==> config.mk <==
export PLATFORM = sky130hd
export DESIGN_NAME = gate_vector_sequencer
export DESIGN_NICKNAME = d
export VERILOG_FILES = /design/src/rtl/gate_seq_pkg.sv /design/src/rtl/gate_ref_model.sv /design/src/rtl/gate_vector_sequencer.sv
export SDC_FILE = /design/constraint.sdc
export NUM_CORES = 1
export LEC_CHECK = 0
export BUFFER_PORTS_ARGS = -buffer_cell sky130_fd_sc_hd__buf_2
export CELL_PAD_IN_SITES_DETAIL_PLACEMENT = 0
export CELL_PAD_IN_SITES_GLOBAL_PLACEMENT = 1
export CORE_MARGIN = 2
export CORE_UTILIZATION = 44
export CTS_BUF_LIST = sky130_fd_sc_hd__clkbuf_16
export DETAILED_ROUTE_END_ITERATION = 8
export PLACE_DENSITY_LB_ADDON = 0.1
export REMOVE_ABC_BUFFERS = 1
export SYNTH_ARGS = -nofsm -noshare
export SYNTH_HDL_FRONTEND = slang
export SYNTH_SLANG_ARGS = --single-unit
==> constraint.sdc <==
create_clock -name clk -period 2.75 [get_ports clk]
set_clock_uncertainty 0.05 [all_clocks]
set_input_delay 0.55 -clock clk [delete_from_list [all_inputs] [get_ports clk]]
set_output_delay 0.55 -clock clk [all_outputs]
set_load 0.05 [all_outputs]
==> src/rtl/gate_seq_pkg.sv <==
// rtl/gate_seq_pkg.sv - shared constants for the gate vector sequencer
// Contents: FSM state codes, vector count, gate output bit positions, Gray helper.
package gate_seq_pkg;

  localparam logic [1:0] IDLE = 2'd0;
  localparam logic [1:0] HOLD = 2'd1;
  localparam logic [1:0] DONE = 2'd2;

  localparam int NUM_VEC = 4;

  localparam int BIT_AND  = 0;
  localparam int BIT_OR   = 1;
  localparam int BIT_NOT  = 2;
  localparam int BIT_NAND = 3;
  localparam int BIT_NOR  = 4;
  localparam int BIT_XOR  = 5;
  localparam int BIT_XNOR = 6;

  function automatic logic [1:0] gray_of(input logic [1:0] idx);
    return idx ^ (idx >> 1);
  endfunction

endpackage

==> src/rtl/gate_ref_model.sv <==
// rtl/gate_ref_model.sv - combinational expected outputs of the 2-input gate block
// Ports:
//   vec      in  2  {a1,a2}
//   expected out 7  [0]=AND [1]=OR [2]=NOT a1 [3]=NAND [4]=NOR [5]=XOR [6]=XNOR
module gate_ref_model
  import gate_seq_pkg::*;
(
  input  logic [1:0] vec,
  output logic [6:0] expected
);

  logic a1;
  logic a2;

  assign a1 = vec[1];
  assign a2 = vec[0];

  always_comb begin
    expected           = '0;
    expected[BIT_AND]  = a1 & a2;
    expected[BIT_OR]   = a1 | a2;
    expected[BIT_NOT]  = ~a1;
    expected[BIT_NAND] = ~(a1 & a2);
    expected[BIT_NOR]  = ~(a1 | a2);
    expected[BIT_XOR]  = a1 ^ a2;
    expected[BIT_XNOR] = ~(a1 ^ a2);
  end

endmodule

==> src/rtl/gate_vector_sequencer.sv <==
// rtl/gate_vector_sequencer.sv - sweeps a1/a2 through all vectors and checks the gate block outputs
// Optional macro GATE_SEQ_GRAY_EN: Gray sweep order 00,01,11,10 instead of binary.
// Ports:
//   clk, rst_n       clock (rising edge), asynchronous active-low reset
//   start            single-cycle run request, ignored while busy
//   a1, a2           registered gate inputs
//   y_in[6:0]        gate outputs under test
//   busy, done, pass run status; pass = done and no errors
//   err_cnt          saturating mismatch count
//   fail_vec         {a1,a2} of first failing sample
//   fail_mask        expected XOR y_in at first failing sample
module gate_vector_sequencer
  import gate_seq_pkg::*;
#(
  parameter int SETTLE_CYCLES = 4,
  parameter int PASSES        = 1,
  parameter int CNT_W         = 8
) (
  input  logic             clk,
  input  logic             rst_n,
  input  logic             start,
  output logic             a1,
  output logic             a2,
  input  logic [6:0]       y_in,
  output logic             busy,
  output logic             done,
  output logic             pass,
  output logic [CNT_W-1:0] err_cnt,
  output logic [1:0]       fail_vec,
  output logic [6:0]       fail_mask
);

  logic [1:0] state;
  logic [1:0] idx;
  logic [7:0] dwell;
  logic [7:0] sweep;
  logic       first_fail;

  logic [1:0] cur_vec;
  logic [6:0] exp_y;
  logic       mismatch;
  logic       sample;
  logic       last_vec;
  logic       last_sweep;

  function automatic logic [1:0] vec_of(input logic [1:0] i);
`ifdef GATE_SEQ_GRAY_EN
    return gray_of(i);
`else
    return i;
`endif
  endfunction

  assign cur_vec = {a1, a2};

  gate_ref_model u_ref (
    .vec      (cur_vec),
    .expected (exp_y)
  );

  assign mismatch   = (exp_y != y_in);
  assign sample     = (state == HOLD) && (dwell == 8'(SETTLE_CYCLES - 1));
  assign last_vec   = (idx == 2'(NUM_VEC - 1));
  assign last_sweep = (sweep == 8'(PASSES - 1));

  // pass is derived, so it can never disagree with done/err_cnt
  assign pass = done && (err_cnt == '0);

  always_ff @(posedge clk or negedge rst_n) begin
    if (!rst_n) begin
      state      <= IDLE;
      a1         <= 1'b0;
      a2         <= 1'b0;
      busy       <= 1'b0;
      done       <= 1'b0;
      err_cnt    <= '0;
      fail_vec   <= '0;
      fail_mask  <= '0;
      first_fail <= 1'b0;
      idx        <= '0;
      dwell      <= '0;
      sweep      <= '0;
    end else begin
      case (state)
        IDLE, DONE: begin
          if (start) begin
            state      <= HOLD;
            busy       <= 1'b1;
            done       <= 1'b0;
            err_cnt    <= '0;
            fail_vec   <= '0;
            fail_mask  <= '0;
            first_fail <= 1'b0;
            idx        <= '0;
            {a1, a2}   <= vec_of(2'd0);
            dwell      <= '0;
            sweep      <= '0;
          end
        end
        HOLD: begin
          if (sample) begin
            if (mismatch) begin
              if (err_cnt != {CNT_W{1'b1}}) begin
                err_cnt <= err_cnt + CNT_W'(1);
              end
              if (!first_fail) begin
                first_fail <= 1'b1;
                fail_vec   <= cur_vec;
                fail_mask  <= exp_y ^ y_in;
              end
            end
            dwell    <= '0;
            idx      <= idx + 2'd1;
            {a1, a2} <= vec_of(idx + 2'd1);
            if (last_vec) begin
              sweep <= sweep + 8'd1;
              if (last_sweep) begin
                // last sample of the run: park inputs at 00 and report
                state    <= DONE;
                busy     <= 1'b0;
                done     <= 1'b1;
                {a1, a2} <= 2'b00;
              end
            end
          end else begin
            dwell <= dwell + 8'd1;
          end
        end
        default: state <= IDLE;
      endcase
    end
  end

endmodule

==> impl_metrics.py, run 1 <==
metrics = {
    "synth": {
        "ys_warn_count": 0,
        "avgSynthCellArea_um2": 9.84,
        "ys_ff_latch": 41,
        "syn_inst": 225,
        "synthFlopType": "dfrtp_1",
        "async_flop_share_pct": 100,
        "yosysTopAreaCell": "dfrtp_1",
        "yosys.area.top_type_share_pct": 46.4,
        "synth_edf_count": 0,
        "seq_area_frac_synth_pct": 46.4,
        "synth_top_cells_by_area": "dfrtp_1 46%, ha_1 4.5%, o21ai_0 4.3%, xor2_1 3.6%, nor2_1 3.4%",
        "syn_area_um2": 2210,
        "synth.distinct_cells": 45,
    },
    "timing": {
        "maxSlewViolCount": 0,
        "tns_ns": 0,
        "tightest_slew_ns": 0.909,
        "final_hold_viol_count": 0,
        "rsz0062_at_grt": "no",
        "final.period_utilization_pct": 86.7,
        "slew-limit-headroom_pct": 39.4,
        "max_freq_mhz": 419,
        "setup_violations": 0,
        "min_period_ns": 2.38,
    },
    "power": {
        "p_comb_share_pct": 46.4,
        "switching_power_mw": 1.33,
        "leakage_nw": 1.21,
        "clockPowerShare_pct": 21.6,
        "p_sw_share_pct": 44.3,
        "pwr-share-seq_pct": 32.0,
        "p_int_mw": 1.68,
        "powerDensity_nw_per_um2": 1150,
        "ir_drop_mv": 0.454,
    },
    "place": {
        "dpl-instance-area_um2": 2460,
        "place.gp.congestion": 0.771,
        "io_buffer_count": 31,
        "dp_hpwl_um": 3510,
    },
    "global_route": {
        "grtUsageMet1_pct": 24.9,
        "grt_pass1_vias": 1824,
        "grt_max_degree": 42,
        "antenna_found_initial": 0,
        "grt_pass1_wl_um": 8470,
        "met3_usage_pct": 4.55,
        "top_usage_layer": "met2",
        "grt_usage_pct": 20.3,
        "grt_overflow": 0,
        "met2_usage_pct": 35.1,
    },
    "clock_tree": {
        "cts_tree": "yes",
        "numCtsBuffers": 5,
        "cts_resized": 0,
        "post_cts_buffers": 0,
        "cts-root-buf": "clkbuf_16",
        "clkSinkCount": 41,
        "clk_latency_ns": 0.28,
        "cts_hold_buf": 0,
        "path_clk_slew_ns": 0.06,
        "clk_path_buf_depth": 2,
        "h-tree-depth": 2,
    },
    "critical_path": {
        "regToRegStartpoint": "a1$_DFFE_PN0P_",
        "required_ns": 2.87,
        "crit_path_end_kind": "flip-flop",
        "startpoint": "a1$_DFFE_PN0P_",
        "critical_path_class": "reg -> reg",
        "critPathLaunchType": "flip-flop",
        "arrival_ns": 2.51,
        "crit_path_max_fanout": 6,
    },
    "finish": {
        "diodes": 0,
        "multiInputGateArea_um2": 1110,
        "post-route-cell-area_um2": 2630,
        "final_common_cell": "dfrtp_1",
        "drive_gt1_share_pct": 19.1,
        "seq_area_um2": 1030,
        "layout_common_cells": "41 x dfrtp_1, 31 x buf_2, 20 x nor2_1",
        "area_growth_pct": 18.6,
        "fin_nets": 279,
        "fillers": 438,
    },
    "drt": {
        "drc": 0,
        "first_pass_iters": 4,
        "vias": 1789,
        "drt_iter0_markers": 123,
        "vias_per_cell": 5.44,
        "routedWlPerCell_um": 14.9,
        "ant_nets": 0,
        "totalWireLength_um": 4890,
    },
    "die": {
        "core-area_um2": 4790,
        "io_pins": 32,
        "dieArea_um2": 5610,
        "chipWidth_um": 74.9,
        "die_h_um": 74.9,
        "start_util_pct": 46.2,
        "rows": 25,
    },
    "worst_hold_path": {
        "hold_path_class": "in -> async",
    },
    "outcome": {
        "outcome": "finished, final reports clean",
    },
    "run": {
        "maxCapViolCount": 0,
    },
}
final cells by class:
class,instances,area share [%]
tap,67,3.19
multi-input combinational,166,42.5
timing repair buffer,37,7.63
inverter,10,1.43
sequential,41,39.1
clock buffer,5,4.77
clock inverter,3,1.43
logic make-up after synthesis:
| group | synth area share [%] |
|---|---|
| flip-flops | 46.4 |
| multiplexers | 0.509 |
| adder cells (fa/ha/maj) | 4.52 |
| buffers and inverters | 3.28 |
| XOR/XNOR | 6.73 |
| AND/OR/NAND/NOR | 20.1 |
| AO/OA/AOI/OAI | 18.5 |
cells in the mapped netlist (3+ instances only):
library cell	count
a32o_1	4
a21oi_1	8
nor4_1	3
xor2_1	9
clkbuf_1	6
nor3_1	7
nand4_1	4
ha_1	8
nand2b_1	4
nor3b_1	4
nor2_1	20
nor2b_1	3
nand2_1	11
inv_1	10
o21ai_0	19
nand3_1	10
a22o_1	7
xnor2_1	8
a31oi_1	6
dfrtp_1	41
and2_1	4
registers in the layout, indices dropped and copies added, names as in the netlist:
| signal | count |
|---|---|
| err_cnt | 8 |
| dwell | 8 |
| busy | 1 |
| idx | 1 |
| fail_mask | 7 |
| fail_vec | 2 |
| done | 1 |
| a2 | 1 |
| first_fail | 1 |
| a1 | 1 |
| state | 2 |
| sweep | 8 |
per-stage QoR:
stage	std cells	setup WS (ns)	util [%]	power (mW)	hold slack [ns]
after floorplan	217	0.238	-	1.99	0.204
after global placement	321	0.447	51.5	2.37	0.423
after detailed placement	321	0.360	51.5	2.38	0.427
after CTS	329	0.352	54.8	3.05	0.393
after global routing	329	0.234	54.8	3.23	0.446
final	329	0.365	54.8	3.01	0.348
metal layers:
layer  wire length (um)  part of all wire (%)
met4                 67                   1.4
met2               2410                    49
met3                142                   2.9
met5                  0                     0
met1               2270                    46
critical path, cell delays in order (launching register included):
cell,delay (ns)
dfrtp_1,0.44
inv_1,0.09
ha_1,0.35
nor3b_1,0.20
o22ai_1,0.14
or3_1,0.51
and2_1,0.24
a32o_1,0.25
power groups by stage:
stage / logic (mW) / clock network, mW / registers, mW
2_1_floorplan: 0.665 / 0 / 1.32
4_1_cts: 1.41 / 0.669 / 0.966
6_report: 1.40 / 0.650 / 0.964
3_5_place_dp: 1.40 / 0 / 0.976
3_3_place_gp: 1.40 / 0 / 0.975
5_1_grt: 1.54 / 0.694 / 0.998
final timing paths:
check | endpoint | slack (ns) | cells past startpoint
max | fail_mask[4]$_DFFE_PN0P_ | 0.37 | 7
min | fail_mask[6]$_DFFE_PN0P_ | 0.35 | 1
max reg2reg | fail_mask[4]$_DFFE_PN0P_ | 0.37 | 7
min reg2reg | fail_vec[1]$_DFFE_PN0P_ | 0.43 | 1
max in group asynchronous | dwell[3]$_DFFE_PN0P_ | 1.73 | 1
min in group clk | fail_vec[1]$_DFFE_PN0P_ | 0.43 | 1
(Power assumes the default switching activity.)
==> run 2, diff against run 1 <==
--- a/config.mk
+++ b/config.mk
@@ -11,6 +11,7 @@
 export CORE_MARGIN = 2
 export CORE_UTILIZATION = 44
 export CTS_BUF_LIST = sky130_fd_sc_hd__clkbuf_16
+export CTS_CLUSTER_DIAMETER = 50
 export DETAILED_ROUTE_END_ITERATION = 8
 export PLACE_DENSITY_LB_ADDON = 0.1
 export REMOVE_ABC_BUFFERS = 1
==> constraint.sdc (replaced) <==
create_clock -name clk -period 2.6 [get_ports clk]
set_clock_uncertainty 0.05 [all_clocks]
set_input_delay 0.52 -clock clk [delete_from_list [all_inputs] [get_ports clk]]
set_output_delay 0.52 -clock clk [all_outputs]
set_load 0.05 [all_outputs]
==> impl_metrics.py, run 2 (same netlist as run 1, synthesis figures left out) <==
metrics = {
    "outcome": {
        "outcome": "finished, final reports clean",
    },
    "power": {
        "ir_drop_mv": 0.447,
        "powerDensity_nw_per_um2": 1180,
        "leakage_nw": 1.21,
    },
    "finish": {
        "largestRegisters": "dwell x8, err_cnt x8, sweep x8",
        "diodes": 0,
        "final_common_cell": "dfrtp_1",
        "fin_nets": 282,
        "layout_common_cells": "41 x dfrtp_1, 31 x buf_2, 20 x nor2_1",
        "fillers": 461,
        "multiInputGateArea_um2": 1110,
        "drive_gt1_share_pct": 20.0,
        "seq_area_um2": 1030,
        "final_util_pct": 54.8,
        "area_growth_pct": 18.5,
    },
    "global_route": {
        "grt_pass1_wl_um": 8350,
        "antenna_found_initial": 0,
        "grt_max_degree": 16,
        "grt_overflow": 0,
        "grt_usage_pct": 19.7,
        "grt_pass1_vias": 1745,
    },
    "drt": {
        "ant_nets": 0,
        "drt_iter0_markers": 71,
        "totalWireLength_um": 4830,
        "vias_per_cell": 5.36,
        "vias": 1781,
        "first_pass_iters": 4,
        "drc": 0,
        "routedWlPerCell_um": 14.6,
    },
    "timing": {
        "final.period_utilization_pct": 87.7,
        "rsz0062_at_grt": "no",
        "slew-limit-headroom_pct": 71.8,
        "max_freq_mhz": 439,
        "timing.hold.ws_ns": 0.0731,
        "maxSlewViolCount": 0,
        "final_hold_viol_count": 0,
        "tightest_slew_ns": 0.421,
        "tns_ns": 0,
        "setup_violations": 0,
        "min_period_ns": 2.28,
    },
    "worst_hold_path": {
        "hold_path_class": "in -> async",
    },
    "critical_path": {
        "arrival_ns": 2.40,
        "path_delay_family": "simple AND/OR/NAND/NOR gates",
        "critical_path_class": "reg -> reg",
        "critPathLaunchType": "flip-flop",
        "crit_path_max_fanout": 6,
        "crit_slowest_cell": "or3_1",
        "path_cells": "inv_1 > ha_1 > nor3b_1 > o22ai_1 > or3_1 > and2_1 > a32o_1",
        "critPathMaxStageDelay_ns": 0.49,
        "crit_path_end_kind": "flip-flop",
        "path_buf_inv": 1,
        "required_ns": 2.72,
    },
    "place": {
        "place.gp.congestion": 0.772,
        "io_buffer_count": 31,
        "dp_hpwl_um": 3600,
    },
    "clock_tree": {
        "cts-root-buf": "clkbuf_16",
        "path_clk_slew_ns": 0.06,
        "post_cts_buffers": 0,
        "clkSinkCount": 41,
        "cts_tree": "yes",
        "numCtsBuffers": 5,
        "clk_path_buf_depth": 2,
        "clk_latency_ns": 0.28,
        "h-tree-depth": 2,
        "cts_hold_buf": 0,
        "cts_resized": 0,
    },
    "run": {
        "maxCapViolCount": 0,
    },
    "die": {
        "dieArea_um2": 5610,
        "start_util_pct": 46.2,
        "core-area_um2": 4790,
        "die_h_um": 74.9,
        "chipWidth_um": 74.9,
        "io_pins": 32,
        "rows": 25,
    },
}
[run 2: path summary, 6_finish.rpt]
check | slack [ns] | depth (start not counted) | end | start
max | 0.32 | 7 | fail_vec[0]$_DFFE_PN0P_ | a2$_DFFE_PN0P_
min | 0.07 | 1 | fail_mask[1]$_DFFE_PN0P_ | rst_n
max reg2reg | 0.32 | 7 | fail_vec[0]$_DFFE_PN0P_ | a2$_DFFE_PN0P_
min reg2reg | 0.45 | 1 | fail_mask[5]$_DFFE_PN0P_ | fail_mask[5]$_DFFE_PN0P_
max in group asynchronous | 1.92 | 2 | state[0]$_DFFE_PN0P_ | rst_n
min in group clk | 0.41 | 2 | state[1]$_DFFE_PN0P_ | start
[run 2: layout make-up]
type                            count  area share, %
Clock inverter                      3          0.477
Tap cell                           67           3.20
Multi-Input combinational cell    166           42.5
Clock buffer                        5           4.77
Timing Repair Buffer               40           8.49
Sequential cell                    41           39.1
Inverter                           10           1.43
[run 2: stage by stage]
stage | total power, mW | setup WS (ns) | instance area, um^2 | instances
5_1_grt | 3.32 | 0.165 | 2620 | 332
3_3_place_gp | 2.52 | 0.387 | 2480 | 324
2_1_floorplan | 2.10 | 0.0875 | 2180 | 217
6_report | 3.10 | 0.320 | 2620 | 332
4_1_cts | 3.13 | 0.310 | 2620 | 332
3_5_place_dp | 2.53 | 0.335 | 2480 | 324
[run 2: worst reg2reg max path, stage by stage (launching register included)]
cell and delay [ns]:
dfrtp_1 0.41, inv_1 0.06, ha_1 0.33, nor3b_1 0.20, o22ai_1 0.14, or3_1 0.49, and2_1 0.23, a32o_1 0.26
[run 2: power breakdown]
group / total (mW) / internal (mW) / switching (mW) / leakage [nW]
clock: 0.592 / 0.347 / 0.244 / 0.0687
combinational: 1.48 / 0.497 / 0.988 / 0.609
sequential: 1.02 / 0.839 / 0.181 / 0.537
[run 2: routing by layer]
metal | GRT usage [%] | part of all wire, %
met1 | 26.5 | 47
met2 | 31.6 | 48
met3 | 4.69 | 3.6
met4 | 6.55 | 0.79
met5 | 0 | 0
==> run 3, diff against run 2 <==
--- a/config.mk
+++ b/config.mk
@@ -14,7 +14,6 @@
 export CTS_CLUSTER_DIAMETER = 50
 export DETAILED_ROUTE_END_ITERATION = 8
 export PLACE_DENSITY_LB_ADDON = 0.1
-export REMOVE_ABC_BUFFERS = 1
 export SYNTH_ARGS = -nofsm -noshare
 export SYNTH_HDL_FRONTEND = slang
 export SYNTH_SLANG_ARGS = --single-unit
==> impl_metrics.py, run 3 (same netlist as run 1, synthesis figures left out) <==
metrics = {
    "outcome": {
        "outcome": "finished, final reports clean",
    },
    "timing": {
        "final_hold_viol_count": 0,
        "tns_ns": 0,
        "rsz0062_at_grt": "no",
        "timing.hold.ws_ns": 0.109,
        "min_period_ns": 2.39,
        "maxSlewViolCount": 0,
        "max_freq_mhz": 418,
        "tightest_slew_ns": 0.487,
        "setup_violations": 0,
        "final.period_utilization_pct": 92.1,
        "fin_ws_ns": 0.205,
        "slew-limit-headroom_pct": 67.5,
    },
    "finish": {
        "largestRegisters": "dwell x8, err_cnt x8, sweep x8",
        "drive_gt1_share_pct": 20.0,
        "diodes": 0,
        "fin_nets": 282,
        "layout_common_cells": "41 x dfrtp_1, 31 x buf_2, 20 x nor2_1",
        "multiInputGateArea_um2": 1110,
        "seq_area_um2": 1030,
        "area_growth_pct": 19.6,
        "fillers": 461,
        "final-instance-count-excl-fill": 332,
        "final_common_cell": "dfrtp_1",
        "final_util_pct": 55.3,
        "post-route-cell-area_um2": 2650,
    },
    "critical_path": {
        "reg2reg_to": "fail_vec[0]$_DFFE_PN0P_",
        "startpoint": "a1$_DFFE_PN0P_",
        "arrival_ns": 2.51,
        "critPathCapture": "fail_vec[0]$_DFFE_PN0P_",
        "critPathLaunchType": "flip-flop",
        "reg2reg_slack_ns": 0.21,
        "crit_path_max_fanout": 6,
        "reg2reg_depth": 7,
        "regToRegStartpoint": "a1$_DFFE_PN0P_",
        "crit_path_end_kind": "flip-flop",
        "required_ns": 2.72,
        "critical_path_class": "reg -> reg",
    },
    "global_route": {
        "grt_max_degree": 25,
        "antenna_found_initial": 0,
        "grt_pass1_vias": 1777,
        "grt_overflow": 0,
        "grt_pass1_wl_um": 8050,
        "grt_usage_pct": 18.9,
    },
    "place": {
        "placedCellCount": 324,
        "io_buffer_count": 31,
        "place.gp.congestion": 0.769,
        "dp_hpwl_um": 3540,
        "dpl-instance-area_um2": 2480,
        "pre_cts_slack_ns": 0.240,
    },
    "die": {
        "io_pins": 32,
        "start_util_pct": 46.2,
        "rows": 25,
        "chipWidth_um": 74.9,
        "die_h_um": 74.9,
        "dieArea_um2": 5610,
        "core-area_um2": 4790,
    },
    "clock_tree": {
        "path_clk_slew_ns": 0.06,
        "cts-root-buf": "clkbuf_16",
        "h-tree-depth": 2,
        "post_cts_buffers": 0,
        "clk_path_buf_depth": 2,
        "numCtsBuffers": 5,
        "cts_hold_buf": 0,
        "cts_resized": 0,
        "clkSinkCount": 41,
        "clk_latency_ns": 0.28,
        "cts_tree": "yes",
    },
    "drt": {
        "drt_iter0_markers": 81,
        "drc": 0,
        "ant_nets": 0,
        "routedWlPerCell_um": 14.7,
        "vias_per_cell": 5.34,
        "first_pass_iters": 4,
        "vias": 1774,
        "totalWireLength_um": 4870,
    },
    "power": {
        "leakage_nw": 1.23,
        "p_int_mw": 1.79,
        "pwr-share-seq_pct": 31.8,
        "clockPowerShare_pct": 21.4,
        "p_comb_share_pct": 46.8,
        "p_total_mw": 3.20,
        "powerDensity_nw_per_um2": 1210,
        "switching_power_mw": 1.41,
        "ir_drop_mv": 0.525,
        "p_sw_share_pct": 44.1,
    },
    "synth": {
        "syn_nets": 243,
    },
    "worst_hold_path": {
        "hold_path_class": "in -> async",
    },
    "run": {
        "maxCapViolCount": 0,
    },
}
[run 3: cell type report]
| type | count | area share [%] |
|---|---|---|
| clock buffers | 5 | 4.73 |
| clock inverters | 3 | 1.42 |
| inverters | 10 | 1.42 |
| multi-input cells | 166 | 42.1 |
| flip-flops and latches | 41 | 38.8 |
| well taps | 67 | 3.17 |
| repair buffers | 40 | 8.41 |
[run 3: per-layer routing]
metal	wire (um)	GRT usage [%]	share of wire [%]
met1	2340	24.6	48
met2	2380	31.3	49
met3	129	3.75	2.6
met4	22	6.94	0.45
met5	0	0	0
[run 3: how the worst min path moves through the flow]
stage	end	cells past startpoint
after floorplan	a1$_DFFE_PN0P_	0
after global placement	fail_mask[0]$_DFFE_PN0P_	1
after detailed placement	fail_mask[0]$_DFFE_PN0P_	1
after CTS	fail_mask[0]$_DFFE_PN0P_	1
after global routing	fail_mask[0]$_DFFE_PN0P_	1
final	fail_mask[0]$_DFFE_PN0P_	1
[run 3: power by group through the flow]
stage               clock, mW  sequential, mW  combinational, mW
detailed placement          0            1.02               1.51
finish                  0.686            1.02               1.50
global route            0.731            1.05               1.65
floorplan                   0            1.40              0.729
CTS                     0.711            1.02               1.51
global placement            0            1.02               1.50
[run 3: worst max-delay path, cell delays in order (launching register included)]
cell     delay (ns)
dfrtp_1        0.47
inv_1          0.09
ha_1           0.36
nor3b_1        0.20
o22ai_1        0.14
or3_1          0.49
and2_1         0.23
a32o_1         0.26
